`src/rtl/hazard_scoreboard_pkg.sv`:
```
// Shared encodings, field positions and helpers for the RAW hazard scoreboard.
package hazard_scoreboard_pkg;

  typedef enum logic [1:0] {
    RD_RD = 2'b00,
    RD_RT = 2'b01,
    RD_RS = 2'b10,
    RD_R7 = 2'b11
  } regdst_e;

  localparam int unsigned RS_HI = 10;
  localparam int unsigned RS_LO = 8;
  localparam int unsigned RT_HI = 7;
  localparam int unsigned RT_LO = 5;
  localparam int unsigned RD_HI = 4;
  localparam int unsigned RD_LO = 2;

  localparam logic [15:0] NOP_INSTR = 16'h0800;
  localparam logic [2:0]  LINK_REG  = 3'd7;

  typedef struct packed {
    logic       valid;
    logic [2:0] rgn;
  } sb_entry_t;

  function automatic logic [2:0] dest_decode(input logic [15:0] instr, input logic [1:0] regdst);
    logic [2:0] dest;
    dest = LINK_REG;
    case (regdst_e'(regdst))
      RD_RD:   dest = instr[RD_HI:RD_LO];
      RD_RT:   dest = instr[RT_HI:RT_LO];
      RD_RS:   dest = instr[RS_HI:RS_LO];
      default: dest = LINK_REG;
    endcase
    return dest;
  endfunction

  function automatic logic entry_hit(input sb_entry_t e, input logic [2:0] r);
    return e.valid && (e.rgn == r);
  endfunction

endpackage

```
`src/rtl/hazard_sb_entry.sv`:
```
// One scoreboard slot: a {valid, reg} register that holds while en is low.
module hazard_sb_entry
  import hazard_scoreboard_pkg::*;
(
  input  logic      clk,
  input  logic      rst,
  input  logic      en,
  input  sb_entry_t d,
  output sb_entry_t q
);

  sb_entry_t entry_d, entry_q;

  always_comb begin
    entry_d = entry_q;
    if (en) entry_d = d;
  end

  always_ff @(posedge clk) begin
    if (rst) entry_q <= '0;
    else     entry_q <= entry_d;
  end

  assign q = entry_q;

endmodule

```
`src/rtl/hazard_scoreboard.sv`:
```
// Decode-stage RAW hazard detector: a 3-deep destination scoreboard (EX/MEM/WB)
// compared against the decode sources, producing bubble stall and PC/IF-ID enables.
module hazard_scoreboard
  import hazard_scoreboard_pkg::*;
#(
  parameter int unsigned WB_BYPASS = 1,
  parameter int unsigned CNT_W     = 16
) (
  input  logic             clk,
  input  logic             rst,
  input  logic             en,
  input  logic [15:0]      instr_id,
  input  logic             ReadingRs_id,
  input  logic             ReadingRt_id,
  input  logic             RegWrite_id,
  input  logic [1:0]       RegDst_id,
  input  logic             flush,
  output logic             stall,
  output logic             pc_en,
  output logic             ifid_en,
  output logic [CNT_W-1:0] stall_count
);

  sb_entry_t ex_d, ex_q, mem_q, wb_q;
  logic [2:0] rs, rt;
  logic hit_rs, hit_rt;
  logic [CNT_W-1:0] stall_count_d, stall_count_q;
  logic unused_instr_bits;

  assign rs = instr_id[RS_HI:RS_LO];
  assign rt = instr_id[RT_HI:RT_LO];
  assign unused_instr_bits = ^{instr_id[15:11], instr_id[1:0]};

  always_comb begin
    hit_rs = ReadingRs_id && (entry_hit(ex_q, rs) || entry_hit(mem_q, rs) ||
                              ((WB_BYPASS == 0) && entry_hit(wb_q, rs)));
    hit_rt = ReadingRt_id && (entry_hit(ex_q, rt) || entry_hit(mem_q, rt) ||
                              ((WB_BYPASS == 0) && entry_hit(wb_q, rt)));
    stall   = (hit_rs || hit_rt) && !flush;
    pc_en   = !stall;
    ifid_en = !stall;
  end

  // A stalled or squashed decode instruction enters EX as a write-disabled bubble.
  always_comb begin
    ex_d = '0;
    if (!stall && !flush) begin
      ex_d.valid = RegWrite_id;
      ex_d.rgn   = dest_decode(instr_id, RegDst_id);
    end
  end

  hazard_sb_entry u_ex  (.clk(clk), .rst(rst), .en(en), .d(ex_d),  .q(ex_q));
  hazard_sb_entry u_mem (.clk(clk), .rst(rst), .en(en), .d(ex_q),  .q(mem_q));
  hazard_sb_entry u_wb  (.clk(clk), .rst(rst), .en(en), .d(mem_q), .q(wb_q));

  always_comb begin
    stall_count_d = stall_count_q;
    if (en && stall && (stall_count_q != '1)) stall_count_d = stall_count_q + CNT_W'(1);
  end

  always_ff @(posedge clk) begin
    if (rst) stall_count_q <= '0;
    else     stall_count_q <= stall_count_d;
  end

  assign stall_count = stall_count_q;

endmodule

```
`config.mk`:
```
export PLATFORM = sky130hd
export DESIGN_NAME = hazard_scoreboard
export DESIGN_NICKNAME = d
export VERILOG_FILES = /design/src/rtl/hazard_scoreboard_pkg.sv /design/src/rtl/hazard_sb_entry.sv /design/src/rtl/hazard_scoreboard.sv
export SDC_FILE = /design/constraint.sdc
export NUM_CORES = 1
export LEC_CHECK = 0
export ABC_AREA = 1
export ABC_CLOCK_PERIOD_IN_PS = 2800
export CAP_MARGIN = 10
export CORE_MARGIN = 1
export CORE_UTILIZATION = 25
export DETAILED_ROUTE_END_ITERATION = 10
export GPL_ROUTABILITY_DRIVEN = 0
export GPL_TIMING_DRIVEN = 0
export PLACE_DENSITY = 0.56
export SYNTH_ARGS = -nofsm -noshare
export SYNTH_HDL_FRONTEND = slang
export SYNTH_SLANG_ARGS = --single-unit
```
`constraint.sdc`:
```
create_clock -name clk -period 2.8 [get_ports clk]
set_input_delay 0.56 -clock clk [delete_from_list [all_inputs] [get_ports clk]]
set_output_delay 0.56 -clock clk [all_outputs]
set_load 0.02 [all_outputs]
```
-- Yosys cells after proc, flatten, opt, wreduce, memory -nomap -nowiden
Index checks and enable logic that the tools add are counted.
- add/sub/neg operators: 1
- equal/unequal tests: 7
- reductions and logical operators: 16
- muxes and demuxes: 2
- operator list (operator ; number):
    $add A16 B1 Y16 const B ; 1
    $ne A16 B16 Y1 const B ; 1
    $eq A3 B3 Y1 ; 4
    $logic_and A1 B1 Y1 ; 10
    $pmux W3 S3 ; 1
    $mux W4 ; 1
    $logic_or A1 B1 Y1 ; 3
    $eq A2 B1 Y1 const B ; 1
    $eq A2 B2 Y1 const B ; 1
    $logic_not A1 Y1 ; 2
    $logic_not A2 Y1 ; 1
- bits of input ports: 25
- output and inout bits: 19
- register bits: 24
- word-level logic and storage cells: 31

-- Depth between registers and ports, before layout
Gate-level depths: netlist of the first run.
- depth after elaboration: 9
- depth in mapped cells: 13
- depth with buffers taken out: 12

-- Cells and area by module
Synthesis of the first run repeated with hierarchy kept, for this count alone.
- cell total of the unflattened synthesis: 303
- area total of the unflattened synthesis: 1779.2 µm²
- modules (own cells, without submodules) (module ; instances ; area each (µm²) ; sequential area each (µm²) ; cells each):
    hazard_scoreboard ; 1 ; 1433.9 ; 320.3 ; 251
    hazard_sb_entry ; 2 ; 172.7 ; 80.1 ; 26

-- Least setup slack after synthesis of the first run
No wires, ideal clock.
- kind: input-to-output
- start: in instr_id[6]
- end: out pc_en
- buffers on the path: 2
- stages on the path: 11
- arrival: 1.559 ns
- data required time: 2.240 ns
- slack: 0.681 ns
- cell sequence: inv_1 -> nand2_1 -> nand2_1 -> nor2_1 -> nand2_1 -> nand2_1 -> nand2_2 -> nand2_4 -> buf_12 -> nand2_1 -> buf_4
- cells in the longest elaborated chain, start to end: 7
- elaborated cells on any way between the ends: 9
- those cells by class: eq/ne (2); reduce/logical (7)
- ends and longest elaborated chain (what ; line ; RTL):
    from (decl) ; hazard_scoreboard.sv:12 ; input logic [15:0] instr_id,
    $eq A3 B3 Y1 ; hazard_scoreboard_pkg.sv:39 ; return e.valid && (e.rgn == r);
    $logic_and A1 B1 Y1 ; hazard_scoreboard_pkg.sv:39 ;
    $logic_or A1 B1 Y1 (*) ; hazard_scoreboard.sv:37 ; hit_rt = ReadingRt_id && (entry_hit(ex_q, rt) || entry_hit(mem_q, rt) ||
    $logic_and A1 B1 Y1 (*) ; hazard_scoreboard.sv:37 ;
    $logic_or A1 B1 Y1 (*) ; hazard_scoreboard.sv:39 ; stall = (hit_rs || hit_rt) && !flush;
    $logic_and A1 B1 Y1 (*) ; hazard_scoreboard.sv:39 ;
    $logic_not A1 Y1 (*) ; n/a ;
    to (decl) ; hazard_scoreboard.sv:19 ; output logic pc_en,
Mark *: on every way between the ends. The rest lies on a longest branch, timed or not.

-- Worst setup path in the final report of the first run
- start: in instr_id[7]
- end: out pc_en
- cells in the longest elaborated chain, start to end: 7
- elaborated cells on any way between the ends: 9
- those cells by class: eq/ne (2); reduce/logical (7)
- ends and longest elaborated chain (what ; line ; RTL):
    $eq A3 B3 Y1 ; hazard_scoreboard_pkg.sv:39 ;
    $logic_and A1 B1 Y1 ; hazard_scoreboard_pkg.sv:39 ;
    $logic_or A1 B1 Y1 (*) ; hazard_scoreboard.sv:37 ;
    $logic_and A1 B1 Y1 (*) ; hazard_scoreboard.sv:37 ;
    $logic_or A1 B1 Y1 (*) ; hazard_scoreboard.sv:39 ;
    $logic_and A1 B1 Y1 (*) ; hazard_scoreboard.sv:39 ;
    $logic_not A1 Y1 (*) ; hazard_scoreboard.sv:40 ; pc_en = !stall;
Marks and branches as above.

==> impl_metrics.json, run 1 <==
{
  "ir_worst_vdd_mv": 0.160,
  "antenna_found_initial": 0,
  "r2r_end": "stall_count[11]",
  "hold_buffers": 0,
  "max_freq_mhz": 373,
  "power_density_nw_per_um2": 323,
  "cts.sinks": 24,
  "crit_top_cell": "nand2_1",
  "synth_warnings": 0,
  "synth_area_leader_cell": "dfxtp_1",
  "antenna_cells": 0,
  "fin_util": 0.338,
  "cap_violations": 0,
  "hold_class": "reg -> reg",
  "yosys.cell_types.count": 22,
  "crit_chain": "clkdlybuf4s50_1 > inv_1 > nand2_1 > nand2_1 > nor2_2 > nand2_1 > nand2_1 > nand2_2 > nand2_4 > buf_12 > nand2_2 > buf_4 > buf_4",
  "critPathArrivalTime_ns": 2.12,
  "clock_skew_ns": 0.00568,
  "fin_total_pwr_mw": 0.701,
  "drc": 8,
  "syn_nets": 306,
  "synthAdderAreaFrac": 0.00743,
  "place_inst": 391,
  "synth_top_area_frac": 0.285,
  "reg2reg_depth": 10,
  "final_cells": 396,
  "dr.pass1.iters": 7,
  "leakage_nw": 0.991,
  "muxShareOfSynthArea": 0,
  "grt_use_total": 0.125,
  "wl_per_cell_microns": 10.3,
  "h-tree-depth": 1,
  "holdPathEnd": "u_ex.q[3]",
  "worst_path_max_delay_cell": "clkdlybuf4s50_1",
  "core_sq_um": 6420,
  "synth_area_sq_um": 1680,
  "wirelength_microns": 4060,
  "cp-end-kind": "output pin",
  "crit_type": "in -> out",
  "synth_edf_count": 0,
  "num_io_pins": 44,
  "synth_most_common_cell": "nand2_1",
  "post-route-min-period_ns": 2.68,
  "initial_core_util": 0.262,
  "setup_viol": 0,
  "via_per_inst": 4.49,
  "post-route-period-util": 0.957,
  "cts_tree": "yes",
  "maxSlewViolCount": 0,
  "failed_checks": "design-rule violations",
  "start_kind": "input pin",
  "grt.overflow.total": 0,
  "worst-path-max-fanout": 10,
  "max-slew-margin-rel": 0.724,
  "post-dp-hpwl_microns": 3180,
  "status": "complete, but fails checks",
  "rsz0062_at_grt": "false",
  "io_buffers": 34,
  "min_from": "u_ex.q[3]",
  "min_path_cells": 2,
  "ys_ff_latch": 24,
  "whs_ns": 0.532,
  "drive_gt1_frac": 0.103,
  "clk_pin_slew_ns": 0.09,
  "grt_pass1_vias": 1638,
  "synth_top_family_by_area": "simple AND/OR/NAND/NOR gates",
  "pre_cts_slack_ns": -0.374,
  "synth_flop_cell": "dfxtp_1",
  "synth.avg_cell_area_sq_um": 6.01,
  "drt_iter0_drc": 56,
  "synthCells": 280,
  "synthTopCellsByCount": "nand2_1, inv_1, nor2_1",
  "yosys.area_share.simple": 0.441,
  "slowest_delay_ns": 0.51,
  "vias": 1779,
  "die_area_sq_um": 7070,
  "synth-xor-area-share": 0.00520,
  "numCtsBuffers": 3,
  "worstReg2RegStart": "stall_count[1]",
  "die_y_microns": 84.1,
  "nets": 346,
  "rrSetupSlack_ns": 1.14,
  "tightestPinTransition_ns": 0.414,
  "clockRootBuffer": "clkbuf_8",
  "required_ns": 2.24,
  "synthArstFlopShare": 0,
  "grt_max_degree": 14,
  "ant_nets": 0,
  "die_w_microns": 84.1,
  "syn_to_final_growth_pct": 29.0,
  "grt_pass1_wl_microns": 7290,
  "setup_slack_ns": 0.122,
  "hold_viol": 0,
  "clockBufferDepth": 2,
  "clock_latency_ns": 0.27,
  "ys_top_cells_by_area": "dfxtp_1, nand2_1, inv_1",
  "synth_compound_area_frac": 0.106,
  "row_count": 29,
  "ys_seq_area_frac": 0.285
}
## state kept, by name, summed over array words and instances (netlist names)
register	cells
stall_count	16
u_ex.q	4
u_mem.q	4
## how the worst max path moves through the flow
stage / startpoint / to / cells after the start / slack (ns)
after floorplan: instr_id[6] / pc_en / 11 / 0.68
after global routing: instr_id[7] / pc_en / 13 / 0.008
after detailed placement: instr_id[8] / pc_en / 13 / -0.37
final: instr_id[7] / pc_en / 13 / 0.12
after CTS: instr_id[7] / stall / 13 / 0.005
after global placement: instr_id[10] / pc_en / 13 / -0.36
## kinds of logic after synthesis
kind of cell,after synthesis
AO/OA/AOI/OAI,31
XOR/XNOR,1
adder cells (fa/ha/maj),1
buffers and inverters,61
flip-flops,24
AND/OR/NAND/NOR,162
## repair_timing
item	in CTS	in global routing
setup endpoints to repair	3	3
pin swaps	1	1
buffers inserted	1	0
resized for setup	9	6
gates cloned	0	0
## worst max-delay path: cells and delay by family
family                 cells  cell delay (ns)
and+or+nand+nor            8             0.54
buffers and inverters      5             1.01
## per-stage QoR
stage	instance area, sq um	setup TNS (ns)
floorplan	1680	0
global placement	2120	-0.956
detailed placement	2120	-0.997
CTS	2180	0
global route	2170	0
finish	2170	0
## where the power goes
part / switching [mW] / internal [mW]
registers: 0.00734 / 0.347
logic: 0.0592 / 0.0458
clock network: 0.115 / 0.126
## metal layers
layer | vias to the layer above | GRT usage | wire length [microns]
li1 | 940 | - | -
met1 | 799 | 0.169 | 2110
met2 | 35 | 0.208 | 1760
met3 | 5 | 0.0178 | 153
met4 | 0 | 0.0329 | 42
met5 | - | 0 | 0
## cells in the final DEF, fill, tap and decap left out, drive strengths merged, types with 3 or more instances in the layout
master	synthesis	layout
nand4	14	14
dfxtp	24	24
o21bai	5	5
clkdlybuf4s50	0	28
o311ai	3	3
a21oi	7	7
nor2	50	50
nand2	87	87
o21ai	16	16
inv	53	53
clkbuf	3	9
buf	5	7
nand3	9	9
## cell type report
type | count | area (sq um)
tap | 77 | 96.3
buffer | 8 | 61.3
timing repair buffer | 35 | 335
fill | 718 | 4250
clock buffer | 4 | 55.1
sequential | 24 | 480
inverter | 53 | 199
multi-input combinational | 195 | 946
No activity file was read; power rests on OpenSTA's default activity.
==> inputs of run 2 (changes only) <==
--- a/config.mk
+++ b/config.mk
@@ -8,12 +8,14 @@
 export ABC_AREA = 1
 export ABC_CLOCK_PERIOD_IN_PS = 2800
 export CAP_MARGIN = 10
+export CELL_PAD_IN_SITES_DETAIL_PLACEMENT = 1
+export CELL_PAD_IN_SITES_GLOBAL_PLACEMENT = 2
 export CORE_MARGIN = 1
-export CORE_UTILIZATION = 25
+export CORE_UTILIZATION = 26
 export DETAILED_ROUTE_END_ITERATION = 10
 export GPL_ROUTABILITY_DRIVEN = 0
 export GPL_TIMING_DRIVEN = 0
-export PLACE_DENSITY = 0.56
+export PLACE_DENSITY = 0.92
 export SYNTH_ARGS = -nofsm -noshare
 export SYNTH_HDL_FRONTEND = slang
 export SYNTH_SLANG_ARGS = --single-unit
==> run 2 against run 1 <==
The run now ends clean. Clock power grew 31%. Worst setup slack gained 0.023 ns. Critical path depth is the same. Combinational power is essentially flat. Global-route usage grew 3.0 points. Maximum frequency grew 0.87%. Clock-buffer cell count shrank 1. Power grew 11%. Via count grew 1.0%. Core utilization grew 2.1 points. Critical path type unchanged. Largest cell class unchanged. Largest power group unchanged. Highest routed layer unchanged.
==> impl_metrics.json, run 2 (synthesized netlist as in run 1, its figures left out) <==
{
  "rrSetupSlack_ns": 1.06,
  "required_ns": 2.24,
  "start_kind": "input pin",
  "grt.overflow.total": 0,
  "antenna_cells": 0,
  "io_buffers": 34,
  "critPathTopFamily": "buffers and inverters",
  "drc": 0,
  "drt_iter0_drc": 76,
  "cap_violations": 0,
  "post-route-min-period_ns": 2.66,
  "ant_nets": 0,
  "min_from": "u_ex.q[2]",
  "max_freq_mhz": 377,
  "clockBufferDepth": 2,
  "rsz0062_at_grt": "false",
  "post-route-period-util": 0.948,
  "initial_core_util": 0.276,
  "antenna_found_initial": 0,
  "tightestPinTransition_ns": 0.420,
  "largest_register_ffs": 16,
  "final_cells": 394,
  "pre_cts_slack_ns": -0.403,
  "grt_max_degree": 15,
  "r2r_end": "stall_count[15]",
  "grt_pass1_wl_microns": 7960,
  "setup_slack_ns": 0.145,
  "wl_per_cell_microns": 12.1,
  "slowest_delay_ns": 0.47,
  "worstReg2RegStart": "stall_count[0]",
  "max-slew-margin-rel": 0.720,
  "grt_pass1_vias": 1723,
  "clock_skew_ns": 0.00274,
  "cts_tree": "yes",
  "cp-end-kind": "output pin",
  "cp.depth": 13,
  "crit_chain": "clkdlybuf4s50_1 > inv_2 > nand2_1 > nand2_1 > nor2_1 > nand2_1 > nand2_1 > nand2_2 > nand2_4 > buf_12 > nand2_1 > buf_4 > buf_2",
  "clock_latency_ns": 0.27,
  "post-dp-hpwl_microns": 3750,
  "dr.pass1.iters": 4,
  "cts.sinks": 24,
  "power_density_nw_per_um2": 355,
  "nets": 346,
  "die_area_sq_um": 6800,
  "maxSlewViolCount": 0,
  "critPathArrivalTime_ns": 2.10,
  "row_count": 28,
  "grt_use_total": 0.155,
  "vias": 1797,
  "holdPathEnd": "u_mem.q[2]",
  "ir_worst_vdd_mv": 0.167,
  "hold_buffers": 0,
  "worst_path_max_delay_cell": "clkdlybuf4s50_1",
  "crit_buf_inv": 5,
  "drive_gt1_frac": 0.113,
  "setup_viol": 0,
  "leakage_nw": 1.01,
  "min_path_cells": 2,
  "syn_to_final_growth_pct": 30.2,
  "die_w_microns": 82.5,
  "num_io_pins": 44,
  "via_per_inst": 4.56,
  "clk_pin_slew_ns": 0.09,
  "crit_type": "in -> out",
  "hold_class": "reg -> reg",
  "postLayoutCellArea_sq_um": 2190,
  "worst-path-max-fanout": 10,
  "placed_area_sq_um": 2120,
  "crit_top_cell": "nand2_1",
  "clockRootBuffer": "clkbuf_8",
  "core_sq_um": 6100,
  "final_common_cell": "nand2_1",
  "place_inst": 389,
  "die_y_microns": 82.5,
  "final_cell_mix": "nand2_1, inv_1, nor2_1",
  "reg2reg_depth": 10,
  "numCtsBuffers": 3,
  "h-tree-depth": 1,
  "status": "finished clean",
  "hold_viol": 0,
  "wirelength_microns": 4760
}
[run 2: repair_timing]
| action | CTS | global route |
|---|---|---|
| pin swaps | 1 | 0 |
| gates resized for setup | 10 | 11 |
| endpoints found under the hold margin | 0 | 0 |
| gates cloned | 0 | 0 |
| buffers inserted | 1 | 0 |
| endpoints found under the setup margin | 3 | 3 |
[run 2: metal layers]
layer | vias to the layer above | GRT usage | wire length (microns)
met3 | 2 | 0.0231 | 135
met4 | 0 | 0.0316 | 34
li1 | 943 | - | -
met1 | 825 | 0.204 | 2310
met5 | - | 0 | 0
met2 | 27 | 0.267 | 2270
[run 2: layout make-up]
class | count | area [sq um]
fill | 814 | 3900
multi-input combinational | 195 | 948
sequential | 24 | 480
timing repair buffer | 35 | 338
inverter | 53 | 199
tap | 75 | 93.8
buffer | 8 | 61.3
clock buffer | 3 | 41.3
clock inverter | 1 | 30.0
[run 2: worst max-delay path by stage]
stage	from	to	slack, ns
5_1_grt	instr_id[6]	pc_en	0.04
3_5_place_dp	instr_id[8]	pc_en	-0.40
6_report	instr_id[6]	pc_en	0.14
3_3_place_gp	instr_id[8]	pc_en	-0.38
2_1_floorplan	instr_id[6]	pc_en	0.68
4_1_cts	instr_id[9]	ifid_en	0.01
[run 2: power breakdown]
part           leakage, nW  internal [mW]  switching, mW
clock network       0.0357          0.191          0.125
logic                0.782         0.0459         0.0619
registers            0.194          0.348        0.00788
total                 1.01          0.585          0.194
[run 2: worst reg2reg max path: stages, from the launching register on]
cell     delay (ns)
dfxtp_1        0.40
ha_1           0.22
nand2_1        0.09
nor2_2         0.17
nand4_2        0.25
nand2_1        0.18
nor2_1         0.06
nand4_1        0.12
nand2_1        0.06
inv_1          0.05
nor2_1         0.04
[run 2: stage by stage]
step                      utilization  hold WS (ns)  power [mW]  setup TNS, ns
after global routing            0.360         0.560       0.815              0
after floorplan                     -         0.472       0.425              0
final                           0.360         0.531       0.779              0
after detailed placement        0.347         0.518       0.472          -1.08
after CTS                       0.359         0.535       0.790              0
after global placement          0.347         0.505       0.469          -1.02
==> inputs of run 3 (changes only) <==
--- a/config.mk
+++ b/config.mk
@@ -10,12 +10,15 @@
 export CAP_MARGIN = 10
 export CELL_PAD_IN_SITES_DETAIL_PLACEMENT = 1
 export CELL_PAD_IN_SITES_GLOBAL_PLACEMENT = 2
+export CORE_ASPECT_RATIO = 1.5
 export CORE_MARGIN = 1
 export CORE_UTILIZATION = 26
 export DETAILED_ROUTE_END_ITERATION = 10
 export GPL_ROUTABILITY_DRIVEN = 0
 export GPL_TIMING_DRIVEN = 0
 export PLACE_DENSITY = 0.92
+export REMOVE_ABC_BUFFERS = 1
+export SKIP_LAST_GASP = 1
 export SYNTH_ARGS = -nofsm -noshare
 export SYNTH_HDL_FRONTEND = slang
 export SYNTH_SLANG_ARGS = --single-unit
==> run 3 against run 2 <==
Die area is 0.11% higher. Critical path type unchanged. Highest routed layer unchanged. Combinational power hardly changed. Maximum frequency is 0.96% lower. Worst hold slack worse by 0.011 ns. Power is 9.5% lower. Largest cell class unchanged. Global-route usage is 0.16 points higher. Sequential power hardly changed. Clock power is 22% lower. First-iteration DRC count is 39% lower. Clock-buffer cell count is 1 higher. Core utilization is 1.4 points lower.
==> impl_metrics.json, run 3 (synthesized netlist as in run 1, its figures left out) <==
{
  "clock_latency_ns": 0.27,
  "max_freq_mhz": 373,
  "maxSlewViolCount": 0,
  "crit_start": "instr_id[8]",
  "grt_pass1_wl_microns": 8220,
  "antenna_found_initial": 0,
  "h-tree-depth": 1,
  "post-route-period-util": 0.958,
  "grt_use_total": 0.157,
  "slowest_delay_ns": 0.53,
  "initial_core_util": 0.271,
  "io_buffers": 36,
  "syn_to_final_growth_pct": 27.6,
  "hold_viol": 0,
  "clk_pin_slew_ns": 0.09,
  "core_sq_um": 6220,
  "post-dp-hpwl_microns": 3780,
  "vias": 1811,
  "grt_pass1_vias": 1883,
  "critPathArrivalTime_ns": 2.12,
  "worst-path-max-fanout": 4,
  "hold_class": "reg -> reg",
  "power_density_nw_per_um2": 328,
  "max-slew-margin-rel": 0.245,
  "die_w_microns": 67.7,
  "drc": 0,
  "ir_worst_vdd_mv": 0.160,
  "nets": 340,
  "start_kind": "input pin",
  "numCtsBuffers": 3,
  "cts_tree": "yes",
  "antenna_cells": 0,
  "final_cell_mix": "nand2_1, inv_1, nor2_1",
  "num_io_pins": 44,
  "die_area_sq_um": 6810,
  "cp-end-kind": "output pin",
  "status": "finished clean",
  "wirelength_microns": 4970,
  "tns_ns": 0,
  "final_cells": 387,
  "clock_skew_ns": 0.00222,
  "place_inst": 382,
  "drive_gt1_frac": 0.0767,
  "grt_max_degree": 26,
  "setup_viol": 0,
  "cts.sinks": 24,
  "crit_buf_inv": 4,
  "rsz0062_at_grt": "false",
  "clockRootBuffer": "clkbuf_8",
  "wl_per_cell_microns": 12.8,
  "dr.pass1.iters": 4,
  "required_ns": 2.24,
  "worst_path_max_delay_cell": "clkdlybuf4s50_1",
  "largest_register_ffs": 16,
  "worstReg2RegStart": "u_mem.q[0]",
  "hold_buffers": 0,
  "row_count": 35,
  "cap_violations": 0,
  "crit_chain": "clkdlybuf4s50_1 > inv_1 > nand2_1 > nand2_1 > nor2_1 > nand2_1 > nand2_1 > nand2_2 > nand2_8 > nand2_1 > inv_1 > clkdlybuf4s15_2",
  "final_common_cell": "nand2_1",
  "die_y_microns": 101,
  "min_from": "u_ex.q[0]",
  "tightestPinTransition_ns": 1.13,
  "grt.overflow.total": 0,
  "leakage_nw": 0.969,
  "drt_iter0_drc": 46,
  "crit_type": "in -> out",
  "critPathTopFamily": "buffers and inverters",
  "ant_nets": 0,
  "via_per_inst": 4.68,
  "crit_top_cell": "nand2_1",
  "clockBufferDepth": 2,
  "post-route-min-period_ns": 2.68
}
run 3: cell types whose count changed in the layout (fill, tap and decap cells not counted), sizes merged:
cell / previous run / this run
buf: 8 / 1
bufinv: 1 / 0
clkbuf: 7 / 4
clkdlybuf4s15: 0 / 3
clkdlybuf4s50: 26 / 31
dlygate4sd2: 2 / 1
dlymetal6s2s: 3 / 1
run 3: routing by layer:
layer	track usage	share of wire	wire length, microns	vias up
met5	0	0	0	-
met1	0.163	0.41	2040	844
met2	0.305	0.54	2660	35
li1	-	-	-	925
met3	0.0170	0.035	173	7
met4	0.0556	0.018	89	0
run 3: cell type report:
| type | instances | area, sq um |
|---|---|---|
| clock buffers | 4 | 55.1 |
| inverters | 53 | 199 |
| flip-flops and latches | 24 | 480 |
| multi-input cells | 195 | 952 |
| repair buffers | 37 | 370 |
| fillers | 831 | 4070 |
| well taps | 74 | 92.6 |
run 3: per-stage QoR:
step	power (mW)	setup WS, ns	cell area, sq um	utilization	hold WS, ns
after global routing	0.740	0.00871	2150	0.346	0.553
final	0.705	0.119	2150	0.346	0.521
after detailed placement	0.468	-0.445	2080	0.334	0.510
after global placement	0.466	-0.424	2080	0.334	0.499
after floorplan	0.412	0.569	1620	-	0.465
after CTS	0.715	0.0907	2150	0.345	0.524
run 3: worst min-delay path: cells and delay by family (launching register included):
family | cells | cell delay [ns]
flops | 1 | 0.35
compound gates | 1 | 0.06
buf+inv | 1 | 0.07
run 3: path summary, 6_finish.rpt:
check                   end  slack, ns  cells after the start
min              u_mem.q[0]       0.52                      2
max                   stall       0.12                     12
max reg2reg  stall_count[2]       0.90                     12
min reg2reg      u_mem.q[0]       0.52                      2
run 3: repair_timing:
item,CTS,global route
resized for setup,9,1
setup buffers,1,0
endpoints found under the setup margin,3,2
pin swaps,1,0
run 3: power by group:
group          internal [mW]  switching (mW)
Combinational         0.0439          0.0614
Clock                  0.126           0.120
Sequential             0.347         0.00715
